[config.mk]
export PLATFORM = sky130hd
export DESIGN_NAME = key_cmd_encoder
export DESIGN_NICKNAME = d
export VERILOG_FILES = /design/src/rtl/key_cmd_pkg.sv /design/src/rtl/key_debounce.sv /design/src/rtl/key_cmd_encoder.sv
export SDC_FILE = /design/constraint.sdc
export NUM_CORES = 1
export LEC_CHECK = 0
export CAP_MARGIN = 20
export CORE_ASPECT_RATIO = 1.2
export CORE_MARGIN = 1.5
export CORE_UTILIZATION = 60
export CTS_CLUSTER_SIZE = 14
export DETAILED_ROUTE_END_ITERATION = 8
export PLACE_DENSITY = 0.79
export REMOVE_ABC_BUFFERS = 1
export SKIP_CTS_REPAIR_TIMING = 1
export SYNTH_ARGS = -nofsm -noshare
export SYNTH_HDL_FRONTEND = slang
export SYNTH_SLANG_ARGS = --single-unit
[constraint.sdc]
create_clock -name sysclk -period 4.15 [get_ports sysclk]
set_input_delay 0.6225 -clock sysclk [delete_from_list [all_inputs] [get_ports sysclk]]
set_output_delay 0.6225 -clock sysclk [all_outputs]
set_load 0.005 [all_outputs]
[src/rtl/key_cmd_pkg.sv]
// Shared types, command codes and width helpers for the key command encoder.
// Codes follow the function-3 key processor; CMD_NONE marks an empty queue.
package key_cmd_pkg;

    localparam int CMD_NONE = 0;
    localparam int NORTH    = 1;
    localparam int EAST     = 2;
    localparam int WEST     = 3;
    localparam int SOUTH    = 4;
    localparam int SCRAMBLE = 5;

    typedef enum logic [1:0] {
        IDLE,
        DELAY,
        REPEAT
    } rpt_state_t;

    // Bits needed to hold the values 0 .. n-1 (never less than one bit).
    function automatic int width_of(input int n);
        return (n <= 2) ? 1 : $clog2(n);
    endfunction

    // Buttons are wired East, West, North, South, Scramble (index 0 first).
    function automatic int legacy_code(input int idx);
        case (idx)
            0:       return EAST;
            1:       return WEST;
            2:       return NORTH;
            3:       return SOUTH;
            4:       return SCRAMBLE;
            default: return CMD_NONE;
        endcase
    endfunction

endpackage

[src/rtl/key_debounce.sv]
// Two-flop synchroniser plus stability counter for one push-button.
// Ports: sysclk, reset (sync, active-high), key_raw (async), level (debounced).
module key_debounce
    import key_cmd_pkg::*;
#(
    parameter int DEBOUNCE_CYCLES = 16
) (
    input  logic sysclk,
    input  logic reset,
    input  logic key_raw,
    output logic level
);

    localparam int CW = width_of(DEBOUNCE_CYCLES);

    logic [1:0]    sync;
    logic [CW-1:0] cnt;

    // The level flips only after DEBOUNCE_CYCLES consecutive disagreeing
    // samples; any agreeing sample restarts the count.
    always_ff @(posedge sysclk) begin
        if (reset) begin
            sync  <= '0;
            cnt   <= '0;
            level <= 1'b0;
        end else begin
            sync <= {sync[0], key_raw};
            if (sync[1] == level) begin
                cnt <= '0;
            end else if (cnt == CW'(DEBOUNCE_CYCLES - 1)) begin
                level <= ~level;
                cnt   <= '0;
            end else begin
                cnt <= cnt + 1'b1;
            end
        end
    end

endmodule

[src/rtl/key_cmd_encoder.sv]
// Debounced keys -> one-shot / auto-repeat command codes through a small FIFO.
// Ports: sysclk, reset, keys_in, repeat_en, cmd_ready in; cmd_code, cmd_valid,
// keys_held, overflow out. Codes are index+1, or the legacy table if selected.
module key_cmd_encoder
    import key_cmd_pkg::*;
#(
    parameter int N_KEYS          = 5,
    parameter int CODE_W          = 4,
    parameter int DEBOUNCE_CYCLES = 16,
    parameter int REPEAT_DELAY    = 5000000,
    parameter int REPEAT_PERIOD   = 1000000,
    parameter int FIFO_DEPTH      = 4,
    parameter bit LEGACY_CODES    = 1'b0
) (
    input  logic              sysclk,
    input  logic              reset,
    input  logic [N_KEYS-1:0] keys_in,
    input  logic              repeat_en,
    output logic [CODE_W-1:0] cmd_code,
    output logic              cmd_valid,
    input  logic              cmd_ready,
    output logic [N_KEYS-1:0] keys_held,
    output logic              overflow
);

    localparam int IDX_W   = width_of(N_KEYS);
    localparam int TMR_MAX = (REPEAT_DELAY > REPEAT_PERIOD) ?
                             REPEAT_DELAY : REPEAT_PERIOD;
    localparam int TMR_W   = width_of(TMR_MAX);
    localparam int PTR_W   = width_of(FIFO_DEPTH);
    localparam int CNT_W   = PTR_W + 1;

    for (genvar i = 0; i < N_KEYS; i++) begin : g_key
        key_debounce #(
            .DEBOUNCE_CYCLES(DEBOUNCE_CYCLES)
        ) u_deb (
            .sysclk (sysclk),
            .reset  (reset),
            .key_raw(keys_in[i]),
            .level  (keys_held[i])
        );
    end

    logic [N_KEYS-1:0] held_q;
    logic [N_KEYS-1:0] press;
    logic              press_any;
    logic [IDX_W-1:0]  win_idx;

    assign press     = keys_held & ~held_q;
    assign press_any = |press;

    // Lowest index wins; the losers are silently discarded.
    always_comb begin
        win_idx = '0;
        for (int i = N_KEYS - 1; i >= 0; i--) begin
            if (press[i]) win_idx = IDX_W'(i);
        end
    end

    rpt_state_t       state, state_n;
    logic [TMR_W-1:0] timer, timer_n, limit;
    logic [IDX_W-1:0] held_idx, idx_n;
    logic             rpt_evt;

    always_ff @(posedge sysclk) begin
        if (reset) begin
            state    <= IDLE;
            timer    <= '0;
            held_idx <= '0;
        end else begin
            state    <= state_n;
            timer    <= timer_n;
            held_idx <= idx_n;
        end
    end

    assign limit = (state == DELAY) ? TMR_W'(REPEAT_DELAY - 1)
                                    : TMR_W'(REPEAT_PERIOD - 1);

    // A fresh press restarts the delay and pre-empts a due repeat.
    always_comb begin
        state_n = state;
        timer_n = timer;
        idx_n   = held_idx;
        rpt_evt = 1'b0;
        if (press_any) begin
            state_n = DELAY;
            timer_n = '0;
            idx_n   = win_idx;
        end else begin
            unique case (state)
                IDLE: ;
                DELAY, REPEAT: begin
                    if (!keys_held[held_idx] || !repeat_en) begin
                        state_n = IDLE;
                        timer_n = '0;
                    end else if (timer == limit) begin
                        rpt_evt = 1'b1;
                        timer_n = '0;
                        state_n = REPEAT;
                    end else begin
                        timer_n = timer + 1'b1;
                    end
                end
                default: state_n = IDLE;
            endcase
        end
    end

    logic              evt;
    logic [IDX_W-1:0]  evt_idx;
    logic [CODE_W-1:0] evt_code;

    assign evt     = press_any | rpt_evt;
    assign evt_idx = press_any ? win_idx : held_idx;

    always_comb begin
        evt_code = CODE_W'(evt_idx) + CODE_W'(1);
        if (LEGACY_CODES) evt_code = CODE_W'(legacy_code(int'(evt_idx)));
    end

    logic [CODE_W-1:0] mem [FIFO_DEPTH];
    logic [PTR_W-1:0]  wr_ptr, rd_ptr;
    logic [CNT_W-1:0]  count;
    logic              full, empty, push, pop;

    assign full  = (count == CNT_W'(FIFO_DEPTH));
    assign empty = (count == '0);
    assign pop   = ~empty & cmd_ready;
    // A pop frees the slot in the same cycle, so a full FIFO still accepts.
    assign push  = evt & (~full | pop);

    always_ff @(posedge sysclk) begin
        if (push) mem[wr_ptr] <= evt_code;
    end

    always_ff @(posedge sysclk) begin
        if (reset) begin
            wr_ptr   <= '0;
            rd_ptr   <= '0;
            count    <= '0;
            held_q   <= '0;
            overflow <= 1'b0;
        end else begin
            held_q   <= keys_held;
            overflow <= evt & ~push;
            if (push) wr_ptr <= wr_ptr + 1'b1;
            if (pop)  rd_ptr <= rd_ptr + 1'b1;
            case ({push, pop})
                2'b10:   count <= count + 1'b1;
                2'b01:   count <= count - 1'b1;
                default: count <= count;
            endcase
        end
    end

    assign cmd_valid = ~empty;
    assign cmd_code  = empty ? CODE_W'(CMD_NONE) : mem[rd_ptr];

endmodule

Word level (Yosys, flattened, before mapping)

Memories as Yosys holds them, arrays and structs flattened. A register that Yosys moved wholly into a read port is not among the register bits.
Index checks and enable logic that the tools add are counted.

Mux-type cells: 25
Magnitude comparators: 1
Bitwise gates (word level): 21
Reductions and logical operators: 21
$add $sub $neg: 11
Eq/ne operators: 19

Operators with widths:

| kind                  | number |
|---|---|
| $mux 23               | 3 |
| $add 23x1->23 const B | 1 |
| $eq 23x23->1          | 1 |
| $add 4x1->4 const B   | 5 |
| $eq 4x4->1 const B    | 5 |
| $mux 3                | 6 |
| $reduce_or 3->1       | 5 |
| $not 1->1             | 14 |
| $reduce_and 2->1      | 7 |
| $mux 1                | 8 |
| $mux 2                | 4 |
| $pmux 3 s2            | 1 |
| $reduce_or 6->1       | 1 |
| $and 5x5->5           | 1 |
| $eq 1x1->1            | 5 |
| $not 5->5             | 1 |
| $reduce_or 5->1       | 1 |
| $add 2x1->2 const B   | 2 |
| $add 3x1->4 const B   | 1 |
| $eq 2x1->1 const B    | 2 |
| $eq 2x2->1 const B    | 2 |
| $lt 3x4->1 const B    | 1 |
| $mux 4                | 1 |
| $ne 4x4->1 const B    | 1 |
| other kinds (15)      | 19 |

Flip-flop bits (word level): 76
Memories: 1
Output and inout port bits: 11
Input port bits: 9
Memory bits (writable): 16

Memories:

| name | words | bits a word | rd ports | clocked after Yosys merged registers in | write ports | line                   | source |
|---|---|---|---|---|---|---|---|
| mem  | 4     | 4           | 1        | 1                                       | 1           | key_cmd_encoder.sv:122 | `logic [CODE_W-1:0] mem [FIFO_DEPTH];` |

Longest topological paths before layout

Gate-level depths: netlist of the first run.

Depth after elaboration: 11
Depth in mapped cells: 11
Depth with buffers taken out: 11

Modules after synthesis

From an unflattened synthesis of the first run, not the netlist that was laid out.

Cells, all modules: 422
Area total of the unflattened synthesis: 4206.5 µm²

Modules (own cells, without submodules):

| module          | times used | sequential area each (µm²) | cells each | area each (µm²) |
|---|---|---|---|---|
| key_cmd_encoder | 1          | 1341.3                     | 307        | 2967.8 |
| key_debounce    | 5          | 140.1                      | 23         | 247.7 |

Worst setup path after synthesis of the first run

No wires, ideal clock.

Kind: reg-to-reg
Start point: register state[1]
End point: register count[2]
Buffers on the path: 0
Path slack: 933 ps
Arrival: 3096 ps
Data required time: 4029 ps
Period minus slack after synthesis: 3217 ps
Stages on the path, launching flop included: 11
Cells stage by stage: dfxtp_1 inv_1 ha_1 or4_4 a2111oi_4 a21oi_4 and2_1 fa_1 a2111o_1 o31a_1 mux2_4

Cells in the longest elaborated chain, start to end: 11
Elaborated cells on any way between the ends: 15

RTL lines:

| item                                                   | line                                         | source |
|---|---|---|
| from (decl)                                            | key_cmd_encoder.sv:60                        | `rpt_state_t state, state_n;` |
| from (signal assigned)                                 | key_cmd_encoder.sv:71                        | `state <= state_n;` |
| $eq 2x1->1                                             | key_cmd_encoder.sv:77, key_cmd_encoder.sv:91 |  |
| $mux 23                                                | key_cmd_encoder.sv:77                        | `assign limit = (state == DELAY) ? TMR_W'(REPEAT_DELAY - 1)` |
| $eq 23x23->1                                           | key_cmd_encoder.sv:97                        | `end else if (timer == limit) begin` |
| $mux 1                                                 | key_cmd_encoder.sv:97                        |  |
| $mux 1                                                 | key_cmd_encoder.sv:94                        | `if (!keys_held[held_idx] \|\| !repeat_en) begin` |
| $mux 1 *                                               | key_cmd_encoder.sv:91                        | `unique case (state)` |
| $mux 1 *                                               | key_cmd_encoder.sv:86                        | `if (press_any) begin` |
| $or 1x1->1 *                                           | key_cmd_encoder.sv:114                       | `assign evt = press_any \| rpt_evt;` |
| $and 1x1->1 *                                          | key_cmd_encoder.sv:131                       | `assign push = evt & (~full \| pop);` |
| $eq 2x1->1 / $eq 2x2->1 (equally long branches)        | key_cmd_encoder.sv:149                       | `case ({push, pop})` |
| $pmux 3 s2 / $reduce_bool 2->1 (equally long branches) | --                                           |  |
| to (signal assigned)                                   | key_cmd_encoder.sv:150                       | `2'b10: count <= count + 1'b1;` |
| to (signal assigned)                                   | key_cmd_encoder.sv:151                       | `2'b01: count <= count - 1'b1;` |
| to (signal assigned)                                   | key_cmd_encoder.sv:152                       | `default: count <= count;` |
| to (decl)                                              | key_cmd_encoder.sv:124                       | `logic [CNT_W-1:0] count;` |

Every way passes the cells marked *; elsewhere a longest branch is shown, timed or not.
A chain may end at the register's enable or synchronous reset.

Worst setup path after layout of the first run

Same ends and word-level chain as after synthesis.

==> impl_metrics.tcl, run 1 <==
set metrics [dict create \
    worst_pin_slew_ns 0.922 \
    grt_use_met2 0.377 \
    insertion_delay_ns 0.35 \
    hp-start "g_key[4].u_deb.sync[0]" \
    io_buffers 19 \
    setup.worst_path.end_class "flip-flop" \
    rrSetupSlack_ns 0.86 \
    vias 3041 \
    max_freq_mhz 304 \
    ios 20 \
    outcome "finished clean" \
    hold_path_depth 1 \
    cp.arrival_ns 3.54 \
    fillers 553 \
    routabilityCongestion 0.844 \
    grt_pass1_vias 2817 \
    critPathRequiredTime_ns 4.40 \
    max-vdd-ir-drop_mv 0.248 \
    final_cell_mix "dfxtp_1 (78), nor2_1 (49), nand2_1 (33), nor2b_1 (19), clkdlybuf4s50_1 (19)" \
    grtUsageTotal 0.217 \
    grtUsageMet3 0.0444 \
    drc 0 \
    fp.dieW_um 79.1 \
    cp_max_fo 10 \
    clock_path_buffers 2 \
    coreArea_um2 6770 \
    routed_via_density 5.80 \
    maxCapViolCount 0 \
    maxSlewViolCount 0 \
    whs_ns 0.442 \
    wl_per_cell_um 14.5 \
    drt-total-wl_mm 7.59 \
    antenna_left 0 \
    ys_seq_area_frac 0.489 \
    synth_edf_count 16 \
    timing.rr.end "count[2]" \
    cts_tree "built" \
    cts_buffers 9 \
    die_area_um2 7470 \
    grt_pass1_wl_mm 12.7 \
    cts_root_buffer "clkbuf_8" \
    path_class "reg2reg" \
    hold_viol_final 0 \
    finalSetupTns_ns 0 \
    layout_commonest_cell "dfxtp_1" \
    multiInputGateArea_um2 1980 \
    busiest_layer "met2" \
    initial_core_util 0.616 \
    rows 33 \
    synth_ff_type "dfxtp_1" \
    areaGrowthSynthToFinish_pct 10.0 \
    drt_iter0_markers 216 \
    die_y_um 94.4 \
    hold_path.class "reg2reg" \
    antenna_found_initial 0 \
    cts.sink_count 94 \
    diodes 0 \
    grt_overflow_total 0 \
    skew_ns 0.0100 \
    drive_gt1_frac 0.0824 \
    p_leak_uw 0.00163 \
    fin_crit_ns 3.29 \
    rr_worst_depth 11 \
    nNetsFinal 455 \
    use_met1 0.259 \
    netlist_area_um2 4170 \
    post_synth.cell_area_avg_um2 10.1 \
    syn_inst 415 \
    grt_max_degree 41 \
    setup_viol_count_final 0 \
    regArea_um2 2040 \
    rsz0062_at_grt "no" \
    p_per_area_nw_per_um2 354 \
    async_flop_share 0 \
    slew_headroom 0.377 \
    worstSetupStartpoint "state[1]" \
    r2r_start "state[1]" \
    critical_path.endpoint "count[2]" \
    clk_pin_slew_ns 0.09 \
    htree_num_levels 3 \
    cp-start-kind "flip-flop" \
    period_share 0.793 \
    ys_types 55 \
    first_pass_iters 4 \
    yosys_warnings 0 \
    synth_seq_cells 94 \
    post-dp-hpwl_mm 5.27 \
]
[state kept, by name, summed over array words and instances, names as in the netlist, named ones only]
register           count
held_idx               3
g_key.u_deb.cnt       20
state                  2
count                  3
rd_ptr                 2
g_key.u_deb.sync      10
timer                 23
overflow               1
wr_ptr                 2
g_key.u_deb.level      5
mem                   16
held_q                 5
[routing by layer]
metal,share of wire,up-vias
met1,0.44,1445
met5,0,-
li1,-,1514
met4,0.016,0
met3,0.042,10
met2,0.51,72
[per-stage QoR]
| stage | cell area (um2) | worst slack (ns) | std cells | util | total power, uW |
|---|---|---|---|---|---|
| 2_1_floorplan | 4080 | 0.933 | 397 | - | 1040 |
| 3_3_place_gp | 4410 | 0.985 | 508 | 0.652 | 1090 |
| 3_5_place_dp | 4410 | 0.903 | 508 | 0.652 | 1090 |
| 4_1_cts | 4590 | 0.872 | 524 | 0.678 | 1640 |
| 5_1_grt | 4590 | 0.759 | 524 | 0.678 | 1680 |
| 6_report | 4590 | 0.860 | 524 | 0.678 | 1630 |
[synthesized netlist by cell type, types with 8 or more instances]
master / instances / area, um2
clkbuf_1: 9 / 33.8
xnor2_1: 12 / 105
buf_4: 8 / 60.1
nor3_1: 8 / 40.0
nand2_1: 33 / 124
ha_1: 13 / 163
o21ai_0: 9 / 45.0
dfxtp_1: 78 / 1560
nand3_1: 10 / 50.1
edfxtp_1: 16 / 480
nor2b_1: 19 / 119
a21oi_1: 11 / 55.1
nor2_1: 49 / 184
and2_1: 13 / 81.3
a311oi_1: 9 / 78.8
and3_1: 13 / 81.3
inv_1: 14 / 52.6
[logic make-up (layout without fill, tap and decap cells)]
kind of cell	after synthesis	in the layout	synth area share
AOI/OAI and AO/OA	63	63	0.118
xor gates and xnor gates	18	18	0.0378
adders and majority gates	14	14	0.0438
buffers and inverters	32	54	0.0360
DFF	94	94	0.489
muxes	15	15	0.0528
and+or+nand+nor	179	179	0.222
[critical path, cell delays in order (launching register included)]
cell	delay [ns]
dfxtp_1	0.33
inv_1	0.07
ha_1	0.22
or4_4	0.50
a2111oi_4	0.35
buf_4	0.23
a21oi_4	0.10
and2_1	0.18
fa_1	0.39
a2111o_1	0.40
o31a_1	0.12
mux2_4	0.29
[worst min path at each step]
stage                             end  slack [ns]
6_report       g_key[4].u_deb.sync[1]        0.44
5_1_grt        g_key[2].u_deb.sync[1]        0.46
4_1_cts        g_key[4].u_deb.sync[1]        0.44
3_5_place_dp   g_key[4].u_deb.sync[1]        0.42
3_3_place_gp   g_key[2].u_deb.sync[1]        0.42
2_1_floorplan  g_key[0].u_deb.sync[1]        0.41
[report_power, final]
group | leakage, uW | internal, uW | switching [uW]
logic | 0.000764 | 68.4 | 49.3
registers | 0.000780 | 938 | 14.7
clock network | 0.0000818 | 224 | 332
[cell type report]
cell class,instances,share of cell area
flip-flops and latches,94,0.445
multi-input cells,289,0.431
repair buffers,24,0.0496
clock buffers,9,0.0270
well taps,87,0.0237
clock inverters,7,0.0120
inverters,14,0.0114
Note: power is estimated with default switching activity, not from simulation.
==> run 2, diff against run 1 <==
Settings changed: CORE_UTILIZATION 60 to 54, PLACE_DENSITY 0.79 to 0.75.
Clock period 4.15 ns to 2.65 ns, I/O delays scaled along.
==> run 2 against run 1 <==
Effect of this change:
- the flow now finishes with violations (negative setup slack)
- count of clock-buffer cells in the layout grew 1
- sequential cell count unchanged
- clock skew increased by 0.0016 ns
- worst hold slack better by 0.0087 ns
- final cell count grew 9.2%
- first-iteration DRC count is 18% lower
- die area up 11%
- design area rose by 7.8%
==> impl_metrics.tcl, run 2 (synthesized netlist as in run 1, its figures left out) <==
set metrics [dict create \
    hp-start "g_key[0].u_deb.cnt[0]" \
    drt_iter0_markers 178 \
    p_comb_frac 0.081 \
    sw_frac_of_total 0.248 \
    path_class "reg2reg" \
    nNetsFinal 500 \
    maxSlewViolCount 0 \
    grt_pass1_vias 3205 \
    period_share 1.05 \
    setup.worst_path.end_class "flip-flop" \
    routabilityCongestion 0.836 \
    cp_max_fo 2 \
    fillers 579 \
    p_leak_uw 0.00186 \
    diodes 0 \
    coreArea_um2 7360 \
    maxCapViolCount 0 \
    insertion_delay_ns 0.36 \
    setup_ws_ns -0.130 \
    outcome "finished, violations left" \
    cp-start-kind "flip-flop" \
    max-vdd-ir-drop_mv 0.420 \
    top_regs "timer (23), g_key.u_deb.cnt (20), mem (16)" \
    largest_reg_flops 23 \
    finalNonFillerCells 572 \
    cts_tree "built" \
    hold_viol_final 0 \
    violations "negative setup slack" \
    first_pass_iters 4 \
    drt-total-wl_mm 8.31 \
    rows 34 \
    max_freq_mhz 360 \
    fp.dieW_um 83.2 \
    ios 20 \
    skew_ns 0.0116 \
    cts_buffers 9 \
    slowest_stage "or4_4" \
    critPathMaxStageDelay_ns 0.43 \
    crit_chain "inv_1 -> ha_2 -> or4_4 -> a2111oi_4 -> a21oi_4 -> and2_4 -> fa_2 -> a2111o_1 -> o31a_1 -> mux2_4" \
    final_cell_mix "dfxtp_1 (77), buf_4 (50), nor2_1 (48), nand2_1 (33)" \
    rr_worst_depth 10 \
    wl_per_cell_um 14.5 \
    grtUsageTotal 0.211 \
    rsz0062_at_grt "yes" \
    rrSetupSlack_ns -0.13 \
    io_buffers 19 \
    htree_num_levels 3 \
    cts_root_buffer "clkbuf_8" \
    grt_pass1_wl_mm 14.2 \
    p_switching_uw 643 \
    layout_commonest_cell "dfxtp_1" \
    grt_max_degree 38 \
    cts.sink_count 94 \
    setup_viol_count_final 1 \
    antenna_left 0 \
    worst_pin_slew_ns 0.685 \
    initial_core_util 0.567 \
    vias 3232 \
    drive_gt1_frac 0.180 \
    grt_overflow_total 0 \
    routed_via_density 5.65 \
    fin_crit_ns 2.78 \
    fin_util 0.672 \
    drc 0 \
    post-place-cells 555 \
    r2r_start "state[1]" \
    areaGrowthSynthToFinish_pct 18.6 \
    hold_path.class "reg2reg" \
    pwr-share-clk 0.345 \
    die_area_um2 8270 \
    cp.arrival_ns 3.04 \
    hold_path_depth 1 \
    holdPathEnd "g_key[0].u_deb.cnt[0]" \
    total_power_uw 2600 \
    antenna_found_initial 0 \
    finalSetupTns_ns -0.130 \
    clk_pin_slew_ns 0.09 \
    critPathRequiredTime_ns 2.91 \
    p_per_area_nw_per_um2 525 \
    clock_path_buffers 2 \
    power_frac_seq 0.574 \
    timing.rr.end "count[2]" \
    die_y_um 99.3 \
    top_register "timer" \
    slew_headroom 0.542 \
    intPower_uw 1950 \
    post-dp-hpwl_mm 5.99 \
]
-- run 2: per-layer routing --
layer / part of all wire / GRT usage / up-vias
met5: 0 / 0 / -
met4: 0.022 / 0.0936 / 0
met3: 0.040 / 0.0340 / 17
met2: 0.51 / 0.379 / 65
met1: 0.43 / 0.250 / 1544
li1: - / - / 1606
-- run 2: power groups by stage --
stage	Combinational, uW	Sequential (uW)	Clock, uW
6_report	210	1490	897
4_1_cts	207	1490	904
3_3_place_gp	201	1520	0
5_1_grt	226	1500	963
2_1_floorplan	107	1520	0
3_5_place_dp	205	1520	0
-- run 2: metrics by stage --
step                setup slack (ns)  hold WS [ns]  area [um2]
global route                  -0.197         0.472        4950
global placement              -0.341         0.418        4750
finish                        -0.130         0.451        4950
floorplan                     -0.567         0.414        4080
detailed placement            -0.422         0.434        4750
CTS                           -0.436         0.452        4930
-- run 2: critical path, delay by kind of cell, from the launching register on --
family                     cells  cell delay [ns]
and+or+nand+nor                2             0.60
adders and majority gates      2             0.51
DFF                            1             0.32
AOI/OAI and AO/OA              4             0.90
buffers and inverters          1             0.05
muxes                          1             0.30
-- run 2: layout make-up --
type,count,area (um2),area share
Sequential cell,94,2040,0.413
Multi-Input combinational cell,289,1990,0.403
Timing Repair Buffer,69,566,0.114
Clock buffer,10,128,0.0258
Tap cell,90,113,0.0228
Clock inverter,6,55.1,0.0111
Inverter,14,52.6,0.0106
-- run 2: worst max-delay path by stage --
stage	slack (ns)	startpoint	cells after the start	to
6_report	-0.13	state[1]	10	count[2]
3_5_place_dp	-0.42	state[1]	10	count[2]
2_1_floorplan	-0.57	state[1]	10	count[2]
5_1_grt	-0.20	state[1]	10	count[2]
3_3_place_gp	-0.34	state[1]	10	count[2]
4_1_cts	-0.44	state[1]	10	count[2]
==> run 3, diff against run 2 <==
--- a/config.mk
+++ b/config.mk
@@ -13,2 +13,3 @@
 export DETAILED_ROUTE_END_ITERATION = 8
+export MAX_ROUTING_LAYER = met4
 export PLACE_DENSITY = 0.75
==> constraint.sdc (replaced) <==
create_clock -name sysclk -period 2.65 [get_ports sysclk]
set_input_delay 0.53 -clock sysclk [delete_from_list [all_inputs] [get_ports sysclk]]
set_output_delay 0.53 -clock sysclk [all_outputs]
set_load 0.005 [all_outputs]
==> run 3 against run 2 <==
Effect of this change:
- the run still ends with negative setup slack left
- setup slack gained 0.023 ns
- core utilization up 0.56 points
- sequential cell count is the same
- clock skew shrank 0.0013 ns
- total power is 3.0% higher
- clock power up 8.8%
- via count down 1.4%
- non-clock buffer count increased by 2
- design area rose by 0.83%
- largest power group unchanged
==> impl_metrics.tcl, run 3 (synthesized netlist as in run 1, its figures left out) <==
set metrics [dict create \
    routed_via_density 5.55 \
    routabilityCongestion 0.827 \
    setup_ws_ns -0.107 \
    period_share 1.04 \
    grt_overflow_total 0 \
    maxCapViolCount 0 \
    wl_per_cell_um 13.9 \
    antenna_found_initial 0 \
    htree_num_levels 3 \
    fin_util 0.678 \
    place_area_um2 4760 \
    grt_pass1_vias 3182 \
    rrSetupSlack_ns -0.11 \
    diodes 0 \
    cp-start-kind "flip-flop" \
    layout_commonest_cell "dfxtp_1" \
    final_cell_mix "dfxtp_1 (78), buf_4 (52), nor2_1 (48), nand2_1 (33)" \
    vias 3187 \
    cp.arrival_ns 3.00 \
    holdPathEnd "g_key[4].u_deb.sync[1]" \
    hold_path_depth 1 \
    setup_viol_count_final 1 \
    max_freq_mhz 363 \
    finalNonFillerCells 574 \
    initial_core_util 0.567 \
    timing.rr.end "count[2]" \
    coreArea_um2 7360 \
    slew_headroom 0.570 \
    critPathRequiredTime_ns 2.90 \
    areaGrowthSynthToFinish_pct 19.6 \
    r2r_start "state[1]" \
    largest_reg_flops 23 \
    top_register "timer" \
    top_regs "timer (23), g_key.u_deb.cnt (20), mem (16)" \
    worst_pin_slew_ns 0.641 \
    finalSetupTns_ns -0.107 \
    p_leak_uw 0.00189 \
    grt_pass1_wl_mm 13.9 \
    drc 0 \
    drt-total-wl_mm 7.95 \
    grtUsageTotal 0.211 \
    max-vdd-ir-drop_mv 0.362 \
    clk_pin_slew_ns 0.09 \
    p_per_area_nw_per_um2 536 \
    insertion_delay_ns 0.36 \
    cts_root_buffer "clkbuf_8" \
    cts_tree "built" \
    skew_ns 0.0103 \
    setup.worst_path.end_class "flip-flop" \
    hp-start "g_key[4].u_deb.sync[0]" \
    fp.dieW_um 83.2 \
    rsz0062_at_grt "yes" \
    clock_path_buffers 2 \
    slowest_stage "or4_4" \
    whs_ns 0.445 \
    drt_iter0_markers 207 \
    antenna_left 0 \
    final_cell_area_um2 4990 \
    die_area_um2 8270 \
    path_class "reg2reg" \
    crit_chain "inv_1 -> ha_2 -> or4_4 -> a2111oi_4 -> a21oi_4 -> and2_4 -> fa_2 -> a2111o_1 -> o31a_1 -> mux2_4" \
    outcome "finished, violations left" \
    rows 34 \
    nNetsFinal 502 \
    cts.sink_count 94 \
    hold_path.class "reg2reg" \
    io_buffers 19 \
    hold_viol_final 0 \
    post-dp-hpwl_mm 5.70 \
    violations "negative setup slack" \
    fin_crit_ns 2.76 \
    first_pass_iters 4 \
    grt_max_degree 24 \
    cts_buffers 9 \
    cp_max_fo 2 \
    drive_gt1_frac 0.188 \
    critPathMaxStageDelay_ns 0.43 \
    maxSlewViolCount 0 \
    post-place-cells 557 \
    rr_worst_depth 10 \
    ios 20 \
    die_y_um 99.3 \
]
[run 3: cell count changes in the layout (fill, tap and decap cells not counted)]
cell	before	now
dfxtp_1	77	78
clkinvlp_4	2	0
bufinv_16	0	1
buf_4	50	52
and2_2	1	4
clkbuf_8	9	10
inv_4	0	1
dfxtp_2	1	0
inv_8	2	1
and2_1	11	8
[run 3: metal layers]
metal,GRT usage,wire (um),vias to the layer above
met4,0.0808,96,0
met1,0.246,3530,1493
met5,-,0,-
met3,0.0365,333,8
met2,0.366,3990,82
li1,-,-,1604
[run 3: where the power goes]
group          leakage (uW)  internal (uW)  switching (uW)
Combinational       0.00100            129            81.0
Sequential         0.000780           1470            22.5
Clock              0.000106            475             501
[run 3: per-stage QoR]
stage / total power, uW / worst slack [ns]
after floorplan: 1630 / -0.567
after global placement: 1730 / -0.342
after detailed placement: 1730 / -0.390
after CTS: 2690 / -0.399
after global routing: 2770 / -0.192
final: 2680 / -0.107
[run 3: how the worst max path moves through the flow]
stage / cells past startpoint / end / startpoint / slack (ns)
after detailed placement: 10 / count[2] / state[1] / -0.39
after CTS: 10 / count[2] / state[1] / -0.40
after floorplan: 10 / count[2] / state[1] / -0.57
after global placement: 10 / count[2] / state[1] / -0.34
after global routing: 10 / count[2] / state[1] / -0.19
final: 10 / count[2] / state[1] / -0.11
[run 3: cell type report]
| type | count | area [um2] |
|---|---|---|
| clock buffers | 11 | 141 |
| inverters | 14 | 52.6 |
| multi-input cells | 289 | 2000 |
| clock inverters | 5 | 65.1 |
| repair buffers | 71 | 581 |
| fillers | 561 | 2370 |
| flip-flops and latches | 94 | 2040 |
| well taps | 90 | 113 |
[run 3: critical path, delay by kind of cell, from the launching register on]
family	cells	cell delay, ns
AOI/OAI and AO/OA	4	0.89
adders and majority gates	2	0.50
DFF	1	0.32
buffers and inverters	1	0.05
muxes	1	0.29
and+or+nand+nor	2	0.60
